===== config.mk =====
export PLATFORM = sky130hd
export DESIGN_NAME = llr_descrambler
export DESIGN_NICKNAME = d
export VERILOG_FILES = /design/src/rtl/descrambler_pkg.sv /design/src/rtl/gold_seq_gen.sv /design/src/rtl/llr_descrambler.sv
export SDC_FILE = /design/constraint.sdc
export NUM_CORES = 1
export LEC_CHECK = 0
export ABC_CLOCK_PERIOD_IN_PS = 2100
export CORE_ASPECT_RATIO = 1.75
export CORE_MARGIN = 2
export CORE_UTILIZATION = 45
export CTS_BUF_LIST = sky130_fd_sc_hd__clkbuf_4 sky130_fd_sc_hd__clkbuf_8
export DETAILED_ROUTE_END_ITERATION = 8
export PLACE_DENSITY = 0.8
export SYNTH_ARGS = -nofsm -noshare
export SYNTH_HDL_FRONTEND = slang
export SYNTH_HIERARCHICAL = 1
export SYNTH_SLANG_ARGS = --single-unit

===== constraint.sdc =====
create_clock -name clk_i -period 2.1 [get_ports clk_i]
set_input_delay 0.315 -clock clk_i [delete_from_list [all_inputs] [get_ports clk_i]]
set_output_delay 0.315 -clock clk_i [all_outputs]
set_load 0.01 [all_outputs]

===== src/rtl/descrambler_pkg.sv =====
// Shared types, constants and helpers for the LLR descrambler and Gold sequence generator.
package descrambler_pkg;

  typedef enum logic [1:0] {
    StIdle,
    StWarmup,
    StRun
  } state_e;

  localparam int unsigned LfsrW     = 31;
  localparam logic [LfsrW-1:0] X1Init = 31'h1;
  localparam int unsigned NcDefault = 1600;

  // Two's complement negation of a dw-bit value held sign-extended in 32 bits.
  // The most negative value maps to the most positive one instead of overflowing.
  function automatic logic signed [31:0] sat_negate(input logic signed [31:0] val,
                                                    input int unsigned dw);
    logic signed [31:0] min_val;
    min_val = -(32'sd1 <<< (dw - 1));
    if (val == min_val) begin
      return -(min_val + 32'sd1);
    end
    return -val;
  endfunction

endpackage


===== src/rtl/gold_seq_gen.sv =====
// Length-31 Gold sequence generator: two LFSRs x1/x2, bit 0 is the oldest element.
module gold_seq_gen
  import descrambler_pkg::*;
(
  input  logic             clk,
  input  logic             rst,
  input  logic             load,
  input  logic             step,
  input  logic [LfsrW-1:0] x2_init,
  output logic             c
);

  logic [LfsrW-1:0] x1_q, x1_d;
  logic [LfsrW-1:0] x2_q, x2_d;

  // Next LFSR state: load wins over step.
  always_comb begin
    x1_d = x1_q;
    x2_d = x2_q;
    if (load) begin
      x1_d = X1Init;
      x2_d = x2_init;
    end else if (step) begin
      x1_d = {x1_q[3] ^ x1_q[0], x1_q[LfsrW-1:1]};
      x2_d = {x2_q[3] ^ x2_q[2] ^ x2_q[1] ^ x2_q[0], x2_q[LfsrW-1:1]};
    end
  end

  // LFSR state registers.
  always_ff @(posedge clk or posedge rst) begin
    if (rst) begin
      x1_q <= '0;
      x2_q <= '0;
    end else begin
      x1_q <= x1_d;
      x2_q <= x2_d;
    end
  end

  assign c = x1_q[0] ^ x2_q[0];

endmodule


===== src/rtl/llr_descrambler.sv =====
// LLR descrambler: negates each LLR whose Gold sequence bit is 1, with a warm-up
// fast-forward of NC sequence steps after every c_init load.
module llr_descrambler
  import descrambler_pkg::*;
#(
  parameter int unsigned LLR_DW = 8,
  parameter int unsigned NC     = NcDefault
) (
  input  logic              clk_i,
  input  logic              reset_i,
  input  logic [LfsrW-1:0]  c_init_i,
  input  logic              c_init_valid_i,
  input  logic [LLR_DW-1:0] s_axis_in_tdata,
  input  logic [1:0]        s_axis_in_tuser,
  input  logic              s_axis_in_tlast,
  input  logic              s_axis_in_tvalid,
  output logic              s_axis_in_tready,
  output logic [LLR_DW-1:0] m_axis_out_tdata,
  output logic [1:0]        m_axis_out_tuser,
  output logic              m_axis_out_tlast,
  output logic              m_axis_out_tvalid,
  input  logic              m_axis_out_tready,
  output logic              busy_o
);

  // NC=0 still needs a 1-bit counter so the declaration stays legal.
  localparam int unsigned CntW = (NC > 0) ? $clog2(NC + 1) : 1;
  localparam logic [CntW-1:0] CntLast = CntW'(NC - 1);

  state_e            state_q, state_d;
  logic [CntW-1:0]   cnt_q, cnt_d;
  logic              seq_load, seq_step, seq_c;
  logic              in_ready, accept;
  logic [LLR_DW-1:0] out_data_q;
  logic [1:0]        out_user_q;
  logic              out_last_q, out_valid_q;
  logic signed [31:0] llr_ext;
  logic [LLR_DW-1:0] neg_llr, desc_llr;

  gold_seq_gen u_gold_seq_gen (
    .clk     (clk_i),
    .rst     (reset_i),
    .load    (seq_load),
    .step    (seq_step),
    .x2_init (c_init_i),
    .c       (seq_c)
  );

  assign llr_ext  = 32'($signed(s_axis_in_tdata));
  assign neg_llr  = LLR_DW'(sat_negate(llr_ext, LLR_DW));
  assign desc_llr = seq_c ? neg_llr : s_axis_in_tdata;

  // FSM next state, warm-up counting and input handshake; reload overrides everything.
  always_comb begin
    state_d  = state_q;
    cnt_d    = cnt_q;
    seq_load = 1'b0;
    seq_step = 1'b0;
    in_ready = 1'b0;
    accept   = 1'b0;
    if (c_init_valid_i) begin
      seq_load = 1'b1;
      cnt_d    = '0;
      state_d  = (NC == 0) ? StRun : StWarmup;
    end else begin
      unique case (state_q)
        StIdle: begin
        end
        StWarmup: begin
          seq_step = 1'b1;
          cnt_d    = cnt_q + CntW'(1);
          if (cnt_q == CntLast) begin
            state_d = StRun;
          end
        end
        StRun: begin
          in_ready = !out_valid_q || m_axis_out_tready;
          accept   = in_ready && s_axis_in_tvalid;
          if (accept) begin
            seq_step = 1'b1;
            if (s_axis_in_tlast) begin
              state_d = StIdle;
            end
          end
        end
        default: state_d = StIdle;
      endcase
    end
  end

  // FSM state and warm-up counter registers.
  always_ff @(posedge clk_i or posedge reset_i) begin
    if (reset_i) begin
      state_q <= StIdle;
      cnt_q   <= '0;
    end else begin
      state_q <= state_d;
      cnt_q   <= cnt_d;
    end
  end

  // Output register: filled on acceptance, emptied on transfer, otherwise held.
  always_ff @(posedge clk_i or posedge reset_i) begin
    if (reset_i) begin
      out_data_q  <= '0;
      out_user_q  <= '0;
      out_last_q  <= 1'b0;
      out_valid_q <= 1'b0;
    end else if (accept) begin
      out_data_q  <= desc_llr;
      out_user_q  <= s_axis_in_tuser;
      out_last_q  <= s_axis_in_tlast;
      out_valid_q <= 1'b1;
    end else if (m_axis_out_tready) begin
      out_valid_q <= 1'b0;
    end
  end

  assign s_axis_in_tready  = in_ready;
  assign m_axis_out_tdata  = out_data_q;
  assign m_axis_out_tuser  = out_user_q;
  assign m_axis_out_tlast  = out_last_q;
  assign m_axis_out_tvalid = out_valid_q;
  assign busy_o            = (state_q == StWarmup) || (state_q == StRun);

endmodule

# Word level (Yosys, flattened, before mapping)
# Cells that the tools add are included.
[word_totals]
register_bits = 87
latchBits = 0
ram_bits = 0
romBits = 0
in_bits = 47
n_memories = 0
[op_classes]
addsub = 2
n_mul = 0
div_mod_pow = 0
order_cmp = 0
eq_ne = 8
n_shift = 0
n_mux = 25
bitwise = 5
n_reduce_logical = 9
[ops]
columns = ["operator", "n"]
rows = [
  ["2-to-1 mux 31 bit", 4],
  ["2-to-1 mux 8 bit", 3],
  ["2-to-1 mux 11 bit", 2],
  ["adder 11 x 1 -> 11 bit (second input constant)", 1],
  ["equality test 11 bit (second input constant)", 1],
  ["2-to-1 mux 1 bit", 10],
  ["!= test 3 bit (second input constant)", 3],
  ["equality test 8 bit (second input constant)", 1],
  ["2-to-1 mux 2 bit", 4],
  ["negation 8 bit", 1],
  ["one-hot mux 2 bit (3 select lines)", 1],
  ["nonzero test 2 bit", 3],
  ["bitwise XOR 1 bit", 5],
  ["AND reduction 4 bit", 1],
  ["equality test 2 x 1 -> 1 bit (second input constant)", 1],
  ["equality test 2 bit (second input constant)", 1],
  ["zero test 2 bit", 1],
  ["logical OR 1 bit", 2],
  ["!= test 2 bit (second input constant)", 1],
  ["one-hot mux 1 bit (2 select lines)", 1],
  ["logical AND 1 bit", 1],
  ["zero test 1 bit", 1],
]

# Depth between registers and ports, before layout
# Gate-level depths: netlist of run 1.
[depth]
ltp_word = 8
depth_mapped = 10

# Cells and area by module
# The synthesis of run 1 kept the hierarchy.
[by_module_without_submodules]
columns = ["mod", "n_inst", "cells_each", "area_each_um2", "seq_area_each_um2"]
rows = [
  ["gold_seq_gen", 1, 241, 2736.4, 1551.5],
  ["llr_descrambler", 1, 144, 1348.8, 625.6],
]

# Least setup slack after synthesis of run 1
# OpenSTA, ideal clock, no wires.
[synth_timing]
path_kind = "reg2reg"
start = "reg state_q[1]"
end = "reg u_gold_seq_gen.x2_q[0]"
setup_time_ns = 0.132
t_arrival_ns = 1.623
t_required_ns = 1.968
path_slack_ns = 0.345
path_stages_with_launch = 10
n_path_buf = 3
period_less_slack_ns = 1.755
cell_sequence = "dfrtp_1 -> inv_1 -> ha_1 -> buf_6 -> a31oi_1 -> nor3b_1 -> buf_6 -> buf_6 -> mux2i_1 -> o21ai_1"
[synth_via]
elab_chain_len = 4
word_cells_on_any_way = 5
cone_classes = "eq/ne (2); mux (2); reduce/logical (1)"
[synth_rtl]
columns = ["element", "line", "text"]
rows = [
  ["from (decl)", "llr_descrambler.sv:30", "state_e state_q, state_d;"],
  ["from (signal assigned)", "llr_descrambler.sv:94", "state_q <= StIdle;"],
  ["from (signal assigned)", "llr_descrambler.sv:97", "state_q <= state_d;"],
  ["equality test 2 bit or equality test 2 x 1 -> 1 bit (tied branches)", "llr_descrambler.sv:66", "unique case (state_q)"],
  ["one-hot mux 1 bit (2 select lines) *", "llr_descrambler.sv:66", ""],
  ["2-to-1 mux 1 bit *", "llr_descrambler.sv:61", "if (c_init_valid_i) begin"],
  ["named net seq_step", "llr_descrambler.sv:32", "logic seq_load, seq_step, seq_c;"],
  ["nonzero test 2 bit (no line) *", "-", ""],
  ["to (signal assigned)", "gold_seq_gen.sv:33", "x2_q <= '0;"],
  ["to (signal assigned)", "gold_seq_gen.sv:36", "x2_q <= x2_d;"],
  ["to (decl)", "gold_seq_gen.sv:14", "logic [LfsrW-1:0] x2_q, x2_d;"],
]
# Mark *: on every way through the listed nets, which the timed path passes. The rest lies on a longest branch.
# A chain may end at the register's enable or synchronous reset.

# Worst setup path in the final report of run 1
[layout_timing]
start = "reg state_q[0]"
end = "out busy_o"
[layout_via]
elab_chain_len = 2
word_cells_on_any_way = 3
cone_classes = "eq/ne (2); reduce/logical (1)"
[layout_rtl]
columns = ["element", "line", "text"]
rows = [
  ["equality test 2 x 1 -> 1 bit or equality test 2 bit (tied branches)", "llr_descrambler.sv:124", "assign busy_o = (state_q == StWarmup) || (state_q == StRun);"],
  ["logical OR 1 bit *", "llr_descrambler.sv:124", ""],
  ["to (decl)", "llr_descrambler.sv:23", "output logic busy_o"],
]
# Mark *: on every way between the ends. The rest lies on a longest branch, timed or not.

==> flow_summary.json, run 1 <==
{
  "clockRootBuffer": "clkbuf_8",
  "end_kind": "primary output",
  "grt_usage_pct": 17.1,
  "async_flop_share_pct": 100,
  "rsz0062_at_grt": "false",
  "regArea_um2": 2180,
  "rows": 46,
  "cts.path.max_buffers": 2,
  "r2r.worst_path.cells": 8,
  "antenna_found_initial": 0,
  "startpoint": "state_q[0]",
  "synth_edf_count": 0,
  "grt_pass1_wl_um": 13600,
  "crit_arrival_ps": 1670,
  "fin_ws_ps": 115,
  "final_common_cell": "dfrtp_1",
  "status": "completed",
  "finalSetupTns_ps": 0,
  "cp.depth": 3,
  "power.density_nw_per_um2": 716,
  "path_class": "reg2out",
  "fmax_mhz": 504,
  "clock-sinks": 87,
  "grt_max_degree": 107,
  "fin_crit_ps": 1980,
  "synth_ff_type": "dfrtp_1",
  "die_x_um": 76.0,
  "post_route_cells_drive_above_1_share_pct": 8.65,
  "cap_violations": 0,
  "grt_pass1_vias": 3025,
  "drtAntennaViolNets": 0,
  "hold_viol": 0,
  "clock-skew-final_ps": 11.4,
  "n_antenna_cell": 0,
  "fin_cells": 571,
  "die_height_um": 130,
  "path_delay_family": "buffers and inverters",
  "multi_input_area_um2": 1730,
  "worstSetupStartpointType": "flip-flop",
  "synth-seq-area-share_pct": 53.3,
  "cts.clk_slew.worst_paths_ps": 90,
  "die-area_um2": 9890,
  "cts-hold-fix-buffers": 0,
  "first_iter_violations": 141,
  "slowest_delay_ps": 550,
  "vias": 2917,
  "cts_setup_buffers": 0,
  "place_hpwl_um": 5270,
  "place_ws_ps": 24.5,
  "coreArea_um2": 8920,
  "slew_headroom_pct": 61.9,
  "synth_top_area_share_pct": 53.3,
  "overflow": 0,
  "ctsResizeCount": 2,
  "viasPerCell": 5.11,
  "ys_ff_latch": 87,
  "hp-class": "in2reg",
  "synth_top_cell_by_area": "dfrtp_1",
  "required_ps": 1780,
  "routabilityCongestion": 0.798,
  "worst-path-max-fanout": 4,
  "cp_cell_sequence": "inv_1, ha_1, clkdlybuf4s50_1",
  "fin_crit_sh_pct": 94.5,
  "synthCells": 385,
  "dp_cells": 555,
  "crit_buf_inv": 2,
  "h-tree-depth": 3,
  "worstReg2RegStart": "state_q[0]",
  "ys_warn_count": 6,
  "cp_slowest_cell": "clkdlybuf4s50_1",
  "synth_cell_type_count": 41,
  "synth_area_leaders": "dfrtp_1 53%, mux2i_1 15%, nand2_1 4.4%, nor2_1 4.4%, o21ai_1 3.8%",
  "fin_util_pct": 57.0,
  "tightest_slew_ps": 569,
  "r2r-end": "u_gold_seq_gen/x1_q[11]",
  "drt_first_pass_iters": 4,
  "n_fill_cell": 753,
  "routed_wirelength_um": 7650,
  "finalNetCount": 498,
  "ios": 61,
  "leakage_uw": 0.00241,
  "synth_area_um2": 4090,
  "initial_core_util_pct": 45.8,
  "syn_to_final_growth_pct": 24.4,
  "finalMaxSlewViolations": 0,
  "post_drt_wl_per_cell_um": 13.4,
  "numCtsBuffers": 9,
  "cts_tree": "yes",
  "syn_avg_cell_area_um2": 10.6,
  "endpoint": "busy_o",
  "mostFrequentLayoutCells": "87 x dfrtp_1, 61 x mux2i_1, 58 x clkdlybuf4s50_1",
  "whs_ps": 302,
  "syn-num-nets": 437,
  "peakVddDrop_v": 0.000502,
  "final-setup-viol-count": 0,
  "drc": 0,
  "io_buffers": 60,
  "clock_latency_ps": 360,
  "r2r_slack_ps": 210
}
-- area by class of cell --
cell class / count / area share [%]
clock inverter: 5 / 2.04
inverter: 11 / 0.812
tap: 120 / 2.95
timing repair buffer: 71 / 14.3
clock buffer: 11 / 2.98
multi-input combinational: 266 / 34.1
sequential: 87 / 42.8
-- state kept, by name, summed over array words and instances (netlist names) --
name / cells
u_gold_seq_gen/x1_q: 31
u_gold_seq_gen/x2_q: 31
cnt_q: 11
m_axis_out_tdata: 8
m_axis_out_tuser: 2
state_q: 2
m_axis_out_tlast: 1
m_axis_out_tvalid: 1
-- worst min path at each step --
stage,startpoint,to,slack [ps],cells past startpoint
floorplan,reset_i,cnt_q[0],340,1
global placement,m_axis_out_tuser[1],m_axis_out_tuser[1],450,2
detailed placement,m_axis_out_tuser[0],m_axis_out_tuser[0],460,2
CTS,c_init_valid_i,state_q[0],290,3
global route,c_init_valid_i,state_q[0],320,3
finish,c_init_valid_i,state_q[0],300,3
-- metrics by stage --
step / area [µm²] / total power (µW)
after floorplan: 4090 / 2090
after global placement: 4830 / 2230
after detailed placement: 4830 / 2250
after CTS: 5080 / 3690
after global routing: 5080 / 3820
final: 5080 / 3640
-- worst register-to-register path: stages (launching register included) --
cell and delay, ps:
dfrtp_1 390, inv_1 130, ha_2 230, a31oi_1 110, nor3b_2 180, buf_4 170, buf_4 240, mux2i_1 250
nor2_1 60
-- Yosys cell counts, types with 2 or more instances --
cell type   n
dfrtp_1    87
mux2i_1    61
nand2_1    48
nor2_1     48
o21ai_1    31
a21oi_1    13
inv_1      11
xor2_1      9
buf_6       7
clkbuf_1    7
xnor2_1     7
buf_2       6
ha_1        5
nand4_1     5
o21ai_0     5
a31oi_1     4
nor3_1      3
a211o_1     2
and3_1      2
nor3b_1     2
or3_1       2
-- power by group --
group	switching, µW	internal (µW)
clock	575	855
combinational	206	210
sequential	48.7	1750
total	830	2810
-- kinds of logic (layout without fill, tap and decap cells) --
group,count (synthesis),in the layout,share of synthesized area (%)
and+or+nand+nor,122,122,13.7
DFF,87,87,53.3
AOI/OAI and AO/OA,62,62,8.58
muxes,61,61,14.9
buffers and inverters,32,98,4.50
xor gates and xnor gates,16,16,3.43
adders and majority gates,5,5,1.53
-- routing by layer --
metal / up-vias / share of wire, % / GRT usage (%)
met5: - / 0 / 0
met4: 0 / 3.0 / 8.98
met3: 19 / 3.4 / 4.22
met2: 66 / 53 / 30.7
met1: 1396 / 41 / 18.8
li1: 1436 / - / -
(Power assumes the default switching activity.)
==> run 2: changes to the inputs <==
- ABC_CLOCK_PERIOD_IN_PS: 2100 -> 1870
- clock period: 2.1 -> 1.87 ns (I/O delays scaled with it)
==> run 2 against run 1 <==
Via count is 0.72% higher. Flip-flop and latch count did not move. Critical path depth grew 2. First-iteration DRC count rose by 16%. Critical endpoint is now s_axis_in_tready. Largest cell class unchanged.
==> flow_summary.json, run 2 (synthesis gave the netlist of run 1 again) <==
{
  "fmax_mhz": 556,
  "overflow": 0,
  "fin_crit_sh_pct": 96.2,
  "required_ps": 1590,
  "place_hpwl_um": 5600,
  "rsz0062_at_grt": "false",
  "coreArea_um2": 8920,
  "r2r.worst_path.cells": 7,
  "initial_core_util_pct": 45.8,
  "rows": 46,
  "numCtsBuffers": 9,
  "cts.clk_slew.worst_paths_ps": 90,
  "syn_to_final_growth_pct": 25.2,
  "die-area_um2": 9890,
  "n_fill_cell": 755,
  "worstReg2RegStart": "state_q[1]",
  "grt_usage_pct": 17.1,
  "clkPwrFrac_pct": 31.3,
  "final_common_cell": "dfrtp_1",
  "finalMaxSlewViolations": 0,
  "worst-path-max-fanout": 4,
  "grt-busiest-layer": "met2",
  "hold_viol": 0,
  "p_seq_share_pct": 55.2,
  "grt_pass1_vias": 3043,
  "grt_use_met2_pct": 32.4,
  "n_antenna_cell": 0,
  "p_int_uw": 2740,
  "r2r-end": "u_gold_seq_gen/x2_q[7]",
  "mostFrequentLayoutCells": "87 x dfrtp_1, 60 x mux2i_1, 57 x clkdlybuf4s50_1",
  "cap_violations": 0,
  "h-tree-depth": 3,
  "crit_arrival_ps": 1520,
  "cp_cell_sequence": "inv_2, ha_1, buf_4, and3_1, clkdlybuf4s15_1",
  "reg_top3": "u_gold_seq_gen/x1_q: 31 flops, u_gold_seq_gen/x2_q: 31 flops, cnt_q: 11 flops",
  "antenna_found_initial": 0,
  "regArea_um2": 2180,
  "routed_wirelength_um": 7870,
  "viasPerCell": 5.07,
  "first_iter_violations": 163,
  "crit_buf_inv": 3,
  "finalNetCount": 508,
  "peakVddDrop_v": 0.000479,
  "post_drt_wl_per_cell_um": 13.6,
  "multi_input_area_um2": 1740,
  "cts-hold-fix-buffers": 0,
  "drc": 0,
  "power.density_nw_per_um2": 716,
  "path_class": "reg2out",
  "tightest_slew_ps": 733,
  "clockRootBuffer": "clkbuf_8",
  "place_ws_ps": -142,
  "finalSetupTns_ps": 0,
  "use_met1_pct": 18.2,
  "fin_ws_ps": 71.0,
  "cts.path.max_buffers": 2,
  "fin_crit_ps": 1800,
  "grt_max_degree": 85,
  "slew_headroom_pct": 51.2,
  "grt_pass1_wl_um": 13600,
  "slowest_delay_ps": 380,
  "ios": 61,
  "power_switching_share_pct": 25.1,
  "drt_first_pass_iters": 4,
  "io_buffers": 60,
  "die_height_um": 130,
  "met3_usage_pct": 2.63,
  "clock_latency_ps": 350,
  "path_delay_family": "buffers and inverters",
  "clock-skew-final_ps": 12.2,
  "vias": 2938,
  "routabilityCongestion": 0.814,
  "combPwrFrac_pct": 13.5,
  "hp-class": "in2async",
  "cp_slowest_cell": "dfrtp_1",
  "end_kind": "primary output",
  "leakage_uw": 0.00243,
  "drtAntennaViolNets": 0,
  "status": "completed",
  "die_x_um": 76.0,
  "worstSetupStartpointType": "flip-flop",
  "cts_tree": "yes",
  "post_route_cells_drive_above_1_share_pct": 10.7,
  "p_sw_uw": 920,
  "final-setup-viol-count": 0,
  "r2r_slack_ps": 90,
  "clock-sinks": 87
}
run 2: cell types whose count changed in the layout (fill, tap and decap cells not counted), sizes merged:
cell / change
buf: +9
bufinv: -3
clkbuf: +1
clkdlybuf4s15: +1
clkdlybuf4s50: -1
clkinv: +1
clkinvlp: +1
run 2: layer usage:
layer	wire, µm	vias up
li1	-	1450
met1	3150	1419
met2	4350	58
met3	214	11
met4	160	0
met5	0	-
run 2: area by class of cell:
| type | instances | area share [%] |
|---|---|---|
| Sequential cell | 87 | 42.6 |
| Multi-Input combinational cell | 266 | 34.1 |
| Timing Repair Buffer | 81 | 16.3 |
| Tap cell | 120 | 2.94 |
| Clock buffer | 11 | 2.84 |
| Inverter | 11 | 0.807 |
| Clock inverter | 4 | 0.440 |
run 2: power by group through the flow:
stage	Clock (µW)	Sequential (µW)	Combinational [µW]
after global routing	1270	2030	551
after CTS	1180	2020	490
after detailed placement	0	2050	488
final	1150	2020	495
after global placement	0	2050	472
after floorplan	0	2040	307
run 2: worst max-delay path by stage:
stage	slack, ps	cells after the start	startpoint	end
final	70	5	state_q[0]	s_axis_in_tready
after global routing	0.8	8	state_q[0]	u_gold_seq_gen/x2_q[29]
after CTS	5	5	state_q[0]	s_axis_in_tready
after detailed placement	-140	8	m_axis_out_tready	u_gold_seq_gen/x2_q[14]
after global placement	-140	7	m_axis_out_tready	u_gold_seq_gen/x1_q[0]
after floorplan	50	1	reset_i	u_gold_seq_gen/x1_q[0]
run 2: repair_timing:
item	in CTS	in global routing
setup buffers	0	1
endpoints found under the hold margin	0	0
pin swaps	0	0
gates cloned	0	1
gates resized for setup	3	4
setup endpoints to repair	2	7
run 2: per-stage QoR:
stage | utilization (%) | instances | total power, µW | hold slack (ps) | instance area (µm²)
final | 57.3 | 580 | 3660 | 275 | 5110
after global routing | 57.3 | 580 | 3850 | 322 | 5110
after CTS | 56.8 | 578 | 3690 | 283 | 5060
after detailed placement | 54.9 | 563 | 2540 | 460 | 4900
after global placement | 54.9 | 563 | 2520 | 454 | 4900
after floorplan | - | 385 | 2340 | 308 | 4090
